## src/rtl/datapath_sequencer.sv

```systemverilog
// Multi-cycle control sequencer for a single-cycle MIPS datapath: accepts one
// instruction per handshake and walks it through DECODE/EXEC/MEM/WB/DONE phases.
module datapath_sequencer #(
  parameter int CNT_WIDTH = 32,
  parameter int EN_ADDI   = 1
) (
  input  logic                 clk,
  input  logic                 resetN,
  input  logic                 instrValid,
  input  logic [31:0]          instrIn,
  output logic                 instrReady,
  output logic [31:0]          instruction,
  output logic                 RegDst,
  output logic                 ALUSrc,
  output logic [3:0]           ALUCtrl,
  output logic                 MemtoReg,
  output logic                 MemRead,
  output logic                 MemWrite,
  output logic                 RegWrite,
  output logic                 done,
  output logic                 illegal,
  output logic [CNT_WIDTH-1:0] retired
);

  localparam logic [2:0] S_IDLE   = 3'd0;
  localparam logic [2:0] S_DECODE = 3'd1;
  localparam logic [2:0] S_EXEC   = 3'd2;
  localparam logic [2:0] S_MEM    = 3'd3;
  localparam logic [2:0] S_WB     = 3'd4;
  localparam logic [2:0] S_DONE   = 3'd5;

  // Handshake: an instruction transfers on a rising edge where instrValid and
  // instrReady are both 1; instrReady depends only on state and reset.

  logic [2:0]           state_q, state_d;
  logic [31:0]          instruction_q, instruction_d;
  logic                 reg_dst_q, reg_dst_d;
  logic                 alu_src_q, alu_src_d;
  logic [3:0]           alu_ctrl_q, alu_ctrl_d;
  logic                 mem_to_reg_q, mem_to_reg_d;
  logic                 mem_read_q, mem_read_d;
  logic                 mem_write_q, mem_write_d;
  logic                 reg_write_q, reg_write_d;
  logic                 done_q, done_d;
  logic                 illegal_q, illegal_d;
  logic [CNT_WIDTH-1:0] retired_q, retired_d;
  logic                 is_lw_q, is_lw_d;
  logic                 is_sw_q, is_sw_d;
  logic                 legal_q, legal_d;

  logic [5:0] op;
  logic [5:0] funct;
  logic       dec_legal;
  logic       dec_lw;
  logic       dec_sw;
  logic       dec_reg_dst;
  logic       dec_alu_src;
  logic       dec_mem_to_reg;
  logic [3:0] dec_alu_ctrl;
  logic [4:0] dest_reg;

  always_comb begin
    op             = instruction_q[31:26];
    funct          = instruction_q[5:0];
    dec_legal      = 1'b1;
    dec_lw         = 1'b0;
    dec_sw         = 1'b0;
    dec_reg_dst    = 1'b0;
    dec_alu_src    = 1'b0;
    dec_mem_to_reg = 1'b0;
    dec_alu_ctrl   = 4'b0010;
    case (op)
      6'h00: begin
        case (funct)
          6'h20:   dec_alu_ctrl = 4'b0010;
          6'h22:   dec_alu_ctrl = 4'b0110;
          6'h24:   dec_alu_ctrl = 4'b0000;
          6'h25:   dec_alu_ctrl = 4'b0001;
          6'h27:   dec_alu_ctrl = 4'b1100;
          6'h2A:   dec_alu_ctrl = 4'b0111;
          default: dec_legal    = 1'b0;
        endcase
      end
      6'h23: begin
        dec_lw         = 1'b1;
        dec_reg_dst    = 1'b1;
        dec_alu_src    = 1'b1;
        dec_mem_to_reg = 1'b1;
      end
      6'h2B: begin
        dec_sw      = 1'b1;
        dec_alu_src = 1'b1;
      end
      6'h08: begin
        if (EN_ADDI != 0) begin
          dec_reg_dst = 1'b1;
          dec_alu_src = 1'b1;
        end else begin
          dec_legal = 1'b0;
        end
      end
      default: dec_legal = 1'b0;
    endcase
    // Undecodable words drive every control to 0 so the datapath stays inert.
    if (!dec_legal) begin
      dec_lw         = 1'b0;
      dec_sw         = 1'b0;
      dec_reg_dst    = 1'b0;
      dec_alu_src    = 1'b0;
      dec_mem_to_reg = 1'b0;
      dec_alu_ctrl   = 4'b0000;
    end
  end

  assign dest_reg = reg_dst_q ? instruction_q[20:16] : instruction_q[15:11];

  always_comb begin
    state_d       = state_q;
    instruction_d = instruction_q;
    reg_dst_d     = reg_dst_q;
    alu_src_d     = alu_src_q;
    alu_ctrl_d    = alu_ctrl_q;
    mem_to_reg_d  = mem_to_reg_q;
    is_lw_d       = is_lw_q;
    is_sw_d       = is_sw_q;
    legal_d       = legal_q;
    case (state_q)
      S_IDLE: begin
        if (instrValid) begin
          instruction_d = instrIn;
          state_d       = S_DECODE;
        end
      end
      S_DECODE: begin
        reg_dst_d    = dec_reg_dst;
        alu_src_d    = dec_alu_src;
        alu_ctrl_d   = dec_alu_ctrl;
        mem_to_reg_d = dec_mem_to_reg;
        is_lw_d      = dec_lw;
        is_sw_d      = dec_sw;
        legal_d      = dec_legal;
        state_d      = dec_legal ? S_EXEC : S_DONE;
      end
      S_EXEC:  state_d = (is_lw_q || is_sw_q) ? S_MEM : S_WB;
      S_MEM:   state_d = is_lw_q ? S_WB : S_DONE;
      S_WB:    state_d = S_DONE;
      S_DONE:  state_d = S_IDLE;
      default: state_d = S_IDLE;
    endcase

    // Strobes are registered from the next state so they line up with it.
    mem_read_d  = is_lw_q && ((state_d == S_MEM) || (state_d == S_WB));
    mem_write_d = is_sw_q && (state_d == S_MEM);
    reg_write_d = (state_d == S_WB) && (dest_reg != 5'd0);
    done_d      = (state_d == S_DONE);
    illegal_d   = (state_d == S_DONE) && !legal_d;
    retired_d   = retired_q;
    if ((state_d == S_DONE) && legal_d) begin
      retired_d = retired_q + CNT_WIDTH'(1);
    end
  end

  always_ff @(posedge clk) begin
    if (!resetN) begin
      state_q       <= S_IDLE;
      instruction_q <= '0;
      reg_dst_q     <= 1'b0;
      alu_src_q     <= 1'b0;
      alu_ctrl_q    <= 4'b0000;
      mem_to_reg_q  <= 1'b0;
      mem_read_q    <= 1'b0;
      mem_write_q   <= 1'b0;
      reg_write_q   <= 1'b0;
      done_q        <= 1'b0;
      illegal_q     <= 1'b0;
      retired_q     <= '0;
      is_lw_q       <= 1'b0;
      is_sw_q       <= 1'b0;
      legal_q       <= 1'b0;
    end else begin
      state_q       <= state_d;
      instruction_q <= instruction_d;
      reg_dst_q     <= reg_dst_d;
      alu_src_q     <= alu_src_d;
      alu_ctrl_q    <= alu_ctrl_d;
      mem_to_reg_q  <= mem_to_reg_d;
      mem_read_q    <= mem_read_d;
      mem_write_q   <= mem_write_d;
      reg_write_q   <= reg_write_d;
      done_q        <= done_d;
      illegal_q     <= illegal_d;
      retired_q     <= retired_d;
      is_lw_q       <= is_lw_d;
      is_sw_q       <= is_sw_d;
      legal_q       <= legal_d;
    end
  end

  assign instrReady  = (state_q == S_IDLE) && resetN;
  assign instruction = instruction_q;
  assign RegDst      = reg_dst_q;
  assign ALUSrc      = alu_src_q;
  assign ALUCtrl     = alu_ctrl_q;
  assign MemtoReg    = mem_to_reg_q;
  assign MemRead     = mem_read_q;
  assign MemWrite    = mem_write_q;
  assign RegWrite    = reg_write_q;
  assign done        = done_q;
  assign illegal     = illegal_q;
  assign retired     = retired_q;

endmodule
```

## config.mk

```make
export PLATFORM = sky130hd
export DESIGN_NAME = datapath_sequencer
export DESIGN_NICKNAME = d
export VERILOG_FILES = /design/src/rtl/datapath_sequencer.sv
export SDC_FILE = /design/constraint.sdc
export NUM_CORES = 1
export LEC_CHECK = 0
export BUFFER_PORTS_ARGS = -buffer_cell sky130_fd_sc_hd__clkbuf_2
export CAP_MARGIN = 10
export CORE_MARGIN = 8
export CORE_UTILIZATION = 46
export DETAILED_ROUTE_END_ITERATION = 6
export PLACE_DENSITY = 0.76
export SLEW_MARGIN = 40
export SYNTH_ARGS = -nofsm -noshare
export SYNTH_HDL_FRONTEND = slang
export SYNTH_SLANG_ARGS = --single-unit
```

## constraint.sdc

```tcl
create_clock -name clk -period 1.8 [get_ports clk]
set_input_delay 0.36 -clock clk [delete_from_list [all_inputs] [get_ports clk]]
set_output_delay 0.36 -clock clk [all_outputs]
set_load 0.03 [all_outputs]
```

Word-level counts from Yosys, hierarchy flattened
Cells that the tools add are included.

Bits in registers: 81. Input bits: 35. Output and inout bits: 77.

$add $sub $neg: 1. Eq/ne operators: 16. Multiplexer cells: 20. Reductions and logical operators: 16.

Operators with widths (number): 6-bit == test (second input constant) (8); 32-bit by 1-bit adder with 32-bit output (second input constant) (1); 4-bit one-hot mux with 5 select lines (1); 3-bit one-hot mux with 5 select lines (1); 1-bit two-way mux (11); 3-bit by 2-bit == test with 1-bit output (second input constant) (3); 3-bit == test (second input constant) (3); 3-bit two-way mux (3); 4-bit two-way mux (2); 6-bit by 4-bit == test with 1-bit output (second input constant) (1); 1-bit logical AND (6); 6-bit zero test (1); 6-bit OR reduction (1); 5-bit two-way mux (1); 5-bit nonzero test (1); 3-bit by 1-bit == test with 1-bit output (second input constant) (1); 3-bit zero test (1); 3-bit OR reduction (1); 1-bit logical OR (2); 1-bit one-hot mux with 2 select lines (1); 2-bit AND reduction (1); 2-bit OR reduction (1); 1-bit zero test (1).

Longest topological paths before layout
Depth after elaboration: 9. Mapped depth: 7. Mapped depth without buffers: 4.

Worst setup path after synthesis
No wires, ideal clock.

Kind: reg2reg. Start: reg retired_q[7], in the netlist retired[7]. End: reg retired_q[31], in the netlist retired[31]. Setup time: 0.072 ns. Arrival: 1.912 ns. Required time: 1.728 ns. Path slack: -0.184 ns. Stages on the path, launching flop included: 7. Buffers on the path: 2. Clock period less this slack: 1.984 ns. Cell sequence: dfxtp_1 -> and4_1 -> buf_2 -> nand4_1 -> clkbuf_1 -> nor4_1 -> mux2i_1.

Cells in the longest elaborated chain, start to end: 1.

Ends and longest elaborated chain: start, declared (line 46) `logic [CNT_WIDTH-1:0] retired_q, retired_d;`; start signal, assigned (line 192) `retired_q <= retired_d;`; 32-bit by 1-bit adder with 32-bit output (line 159) `retired_d = retired_q + CNT_WIDTH'(1);`.

No other way between the ends. A chain may end at the register's enable or synchronous reset.

Worst setup path after layout
Start: reg state_q[0]. End: reg retired_q[5], in the netlist retired[5].

Cells in the longest elaborated chain, start to end: 4.

Ends and longest elaborated chain: start, declared (line 35) `logic [2:0] state_q, state_d;`; start signal, assigned (line 181) `state_q <= state_d;`; 3-bit == test, or another cell as far along (line 127) `case (state_q)`; 3-bit one-hot mux with 5 select lines (line 127); 3-bit == test (line 158) `if ((state_d == S_DONE) && legal_d) begin`; 1-bit logical AND (*) (line 158).

Mark *: on every way between the ends. The rest lies on a longest branch, timed or not.

==> flow_metrics.tcl <==
set metrics [dict create \
    layout_setup_ws_ps -130 \
    grt_pass1_wl_um 16600 \
    dr.pass1.iters 4 \
    drv_cap 0 \
    start_kind "flop" \
    period_minus_slack_ps 1930 \
    drcViolationCount 0 \
    gp_congestion 0.786 \
    cts.sinks 81 \
    cts_htree_levels 3 \
    place_inst 648 \
    finalHoldViolCount 0 \
    finalPower_uw 4390 \
    drt_wl_total_um 9900 \
    p_leak_uw 0.00199 \
    synth_xor_area_share_pct 0.985 \
    syn_inst 429 \
    num_rows 32 \
    drive_gt1_share_pct 37.7 \
    syn_avg_cell_area_um2 8.29 \
    endpoint_kind "flop" \
    clockBufferDepth 2 \
    dieArea_mm2 0.0108 \
    synth_top_area_share_pct 45.6 \
    power_density_mw_per_mm2 897 \
    final_nets 602 \
    report.final.setup_viol 6 \
    antenna_found_initial 0 \
    worstMarginPinSlew_ps 378 \
    hpwl_um 7010 \
    post-place-ws_ps -78.0 \
    worstPathRequired_ps 2060 \
    synth_area_leaders "dfxtp_1, nand2_1, a21oi_1" \
    hold_class "input pin to flop" \
    maxSlewViolCount 0 \
    cp_cell_sequence "buf_6 > nor3b_4 > buf_4 > o2111ai_4 > bufbuf_16 > or3_1 > a21oi_1" \
    synth_compound_area_share_pct 18.0 \
    clk_latency_ps 340 \
    num_vias 3604 \
    critPathArrivalTime_ps 2190 \
    skew_ps 10.5 \
    core_mm2 0.00761 \
    n_antenna_cell 0 \
    final_common_cell "clkbuf_2" \
    peakVddDrop_mv 0.604 \
    yosys.area_share.adder_pct 0.352 \
    cpPeakStageDelay_ps 340 \
    seq_area_frac_synth_pct 45.6 \
    cts-buffers-inserted 9 \
    violations "setup timing" \
    register_area_mm2 0.00165 \
    routed_via_density 5.36 \
    slew-limit-headroom_pct 74.8 \
    yosysUniqueCellTypes 52 \
    yosysTopAreaCell "dfxtp_1" \
    io_buffers 111 \
    fp.dieW_um 104 \
    cp_num_buf_inv 3 \
    crit_type "flop to flop" \
    slowest_stage "dfxtp_2" \
    async_reset_ff_share_pct 0 \
    start_util_pct 46.7 \
    clk_pin_slew_ps 80 \
    finalCritPeriodShare_pct 107 \
    synth_seq_cells 81 \
    cp_top_family "buffers and inverters" \
    rsz0062_at_grt "true" \
    syn-cell-area_mm2 0.00356 \
    grt_usage_pct 18.0 \
    overflow 0 \
    drt.antenna.violating_nets 0 \
    critPathMaxFanout 8 \
    synthMuxAreaShare_pct 2.85 \
    synth_top_family_by_area "simple AND/OR/NAND/NOR gates" \
    ys.flop_type "dfxtp_1" \
    grt_max_degree 49 \
    die_h_um 104 \
    syn_to_final_growth_pct 37.6 \
    yosys_warnings 0 \
    fill_cells 669 \
    multi_input_area_mm2 0.00195 \
    grt_pass1_vias 3570 \
    fin_cells 673 \
    syn_nets 465 \
    synth-edff-count 0 \
    layout_common_cells "clkbuf_2, nand2_1, dfxtp_1" \
    drt_iter0_markers 141 \
    fmax_mhz 518 \
    avgRoutedWirePerCell_um 14.7 \
    ctsHoldBuffers 0 \
    outcome "finished with violations" \
    cts_tree "built" \
    io_pins 112 \
    synth-simple-area-share_pct 28.4 \
    root_buffer "clkbuf_8" \
]
==> cell type report <==
class                   instances  share of cell area (%)
clock inverters                 5                    1.15
flip-flops and latches         81                    33.7
inverters                       8                   0.614
clock buffers                  11                    2.68
well taps                     102                    2.61
multi-input cells             314                    39.8
repair buffers                152                    19.5
==> power by group <==
group | switching (µW) | total (µW) | leakage, µW | internal [µW]
registers | 107 | 2030 | 0.000668 | 1920
logic | 690 | 1080 | 0.00123 | 389
clock network | 644 | 1280 | 0.0000933 | 640
total | 1440 | 4390 | 0.00199 | 2950
==> repair_timing <==
| action | 4_1_cts | 5_1_grt |
|---|---|---|
| pin swaps | 19 | 13 |
| endpoints found under the setup margin | 18 | 30 |
| resized for setup | 14 | 27 |
| cloned | 2 | 0 |
| buffers inserted | 5 | 3 |
==> worst reg2reg max path, delay by kind of cell, from the launching register on <==
kind                   cells  cell delay [ps]
AND/OR/NAND/NOR            2              560
AO/OA/AOI/OAI              2              330
flip-flops                 1              340
buffers and inverters      3              610
==> kinds of logic after synthesis <==
| family | Yosys count |
|---|---|
| and+or+nand+nor | 194 |
| AOI/OAI and AO/OA | 105 |
| DFF | 81 |
| buffers and inverters | 34 |
| muxes | 10 |
| xor gates and xnor gates | 4 |
| adders and majority gates | 1 |
==> per-stage QoR <==
step	utilization [%]	hold slack [ps]	area (µm²)	TNS [ps]
after CTS	62.8	201	4780	-217
final	64.3	224	4890	-221
after detailed placement	58.2	446	4430	-656
after global placement	58.2	441	4430	-83.2
after global routing	64.3	202	4890	-1670
after floorplan	-	463	3580	-197
==> registers in the layout (all words and copies together), names as in the netlist <==
name / count
instruction: 32
retired: 32
ALUCtrl: 4
state_q: 3
ALUSrc: 1
MemRead: 1
MemWrite: 1
RegDst: 1
RegWrite: 1
done: 1
illegal: 1
is_lw_q: 1
is_sw_q: 1
legal_q: 1
==> worst paths after layout <==
kind | end | slack [ps] | depth (start not counted) | startpoint
hold reg to reg | ALUSrc$_SDFFE_PN0N_ | 460 | 2 | ALUSrc$_SDFFE_PN0N_
setup / recovery | retired[5]$_SDFFE_PN0P_ | -130 | 7 | state_q[0]$_SDFF_PN0_
setup reg to reg | retired[5]$_SDFFE_PN0P_ | -130 | 7 | state_q[0]$_SDFF_PN0_
hold / removal | instruction[0]$_SDFFE_PN0P_ | 220 | 3 | instrIn[0]
==> synth_stat cells, types with 2 or more instances <==
cell type / number
a21oi_1: 57
and2_1: 2
and3_1: 3
and4_1: 6
buf_2: 6
clkbuf_1: 19
dfxtp_1: 81
inv_1: 7
mux2i_1: 9
nand2_1: 88
nand2b_1: 10
nand3_1: 17
nand3b_1: 2
nand4_1: 7
nor2_1: 17
nor4_1: 9
nor4_2: 3
o2111ai_2: 2
o211ai_1: 2
o21ai_0: 13
o21ai_1: 2
o31a_1: 3
o31ai_1: 14
or3_1: 8
or4_1: 13
xnor2_1: 2
xor2_1: 2
==> routing by layer <==
layer,track usage (%),up-vias,share of wire [%]
li1,-,1823,-
met1,20.1,1675,43
met2,30.0,102,48
met3,8.67,4,8.7
met4,4.65,0,0.48
met5,0,-,0
Power figures use the tool's default switching activity.
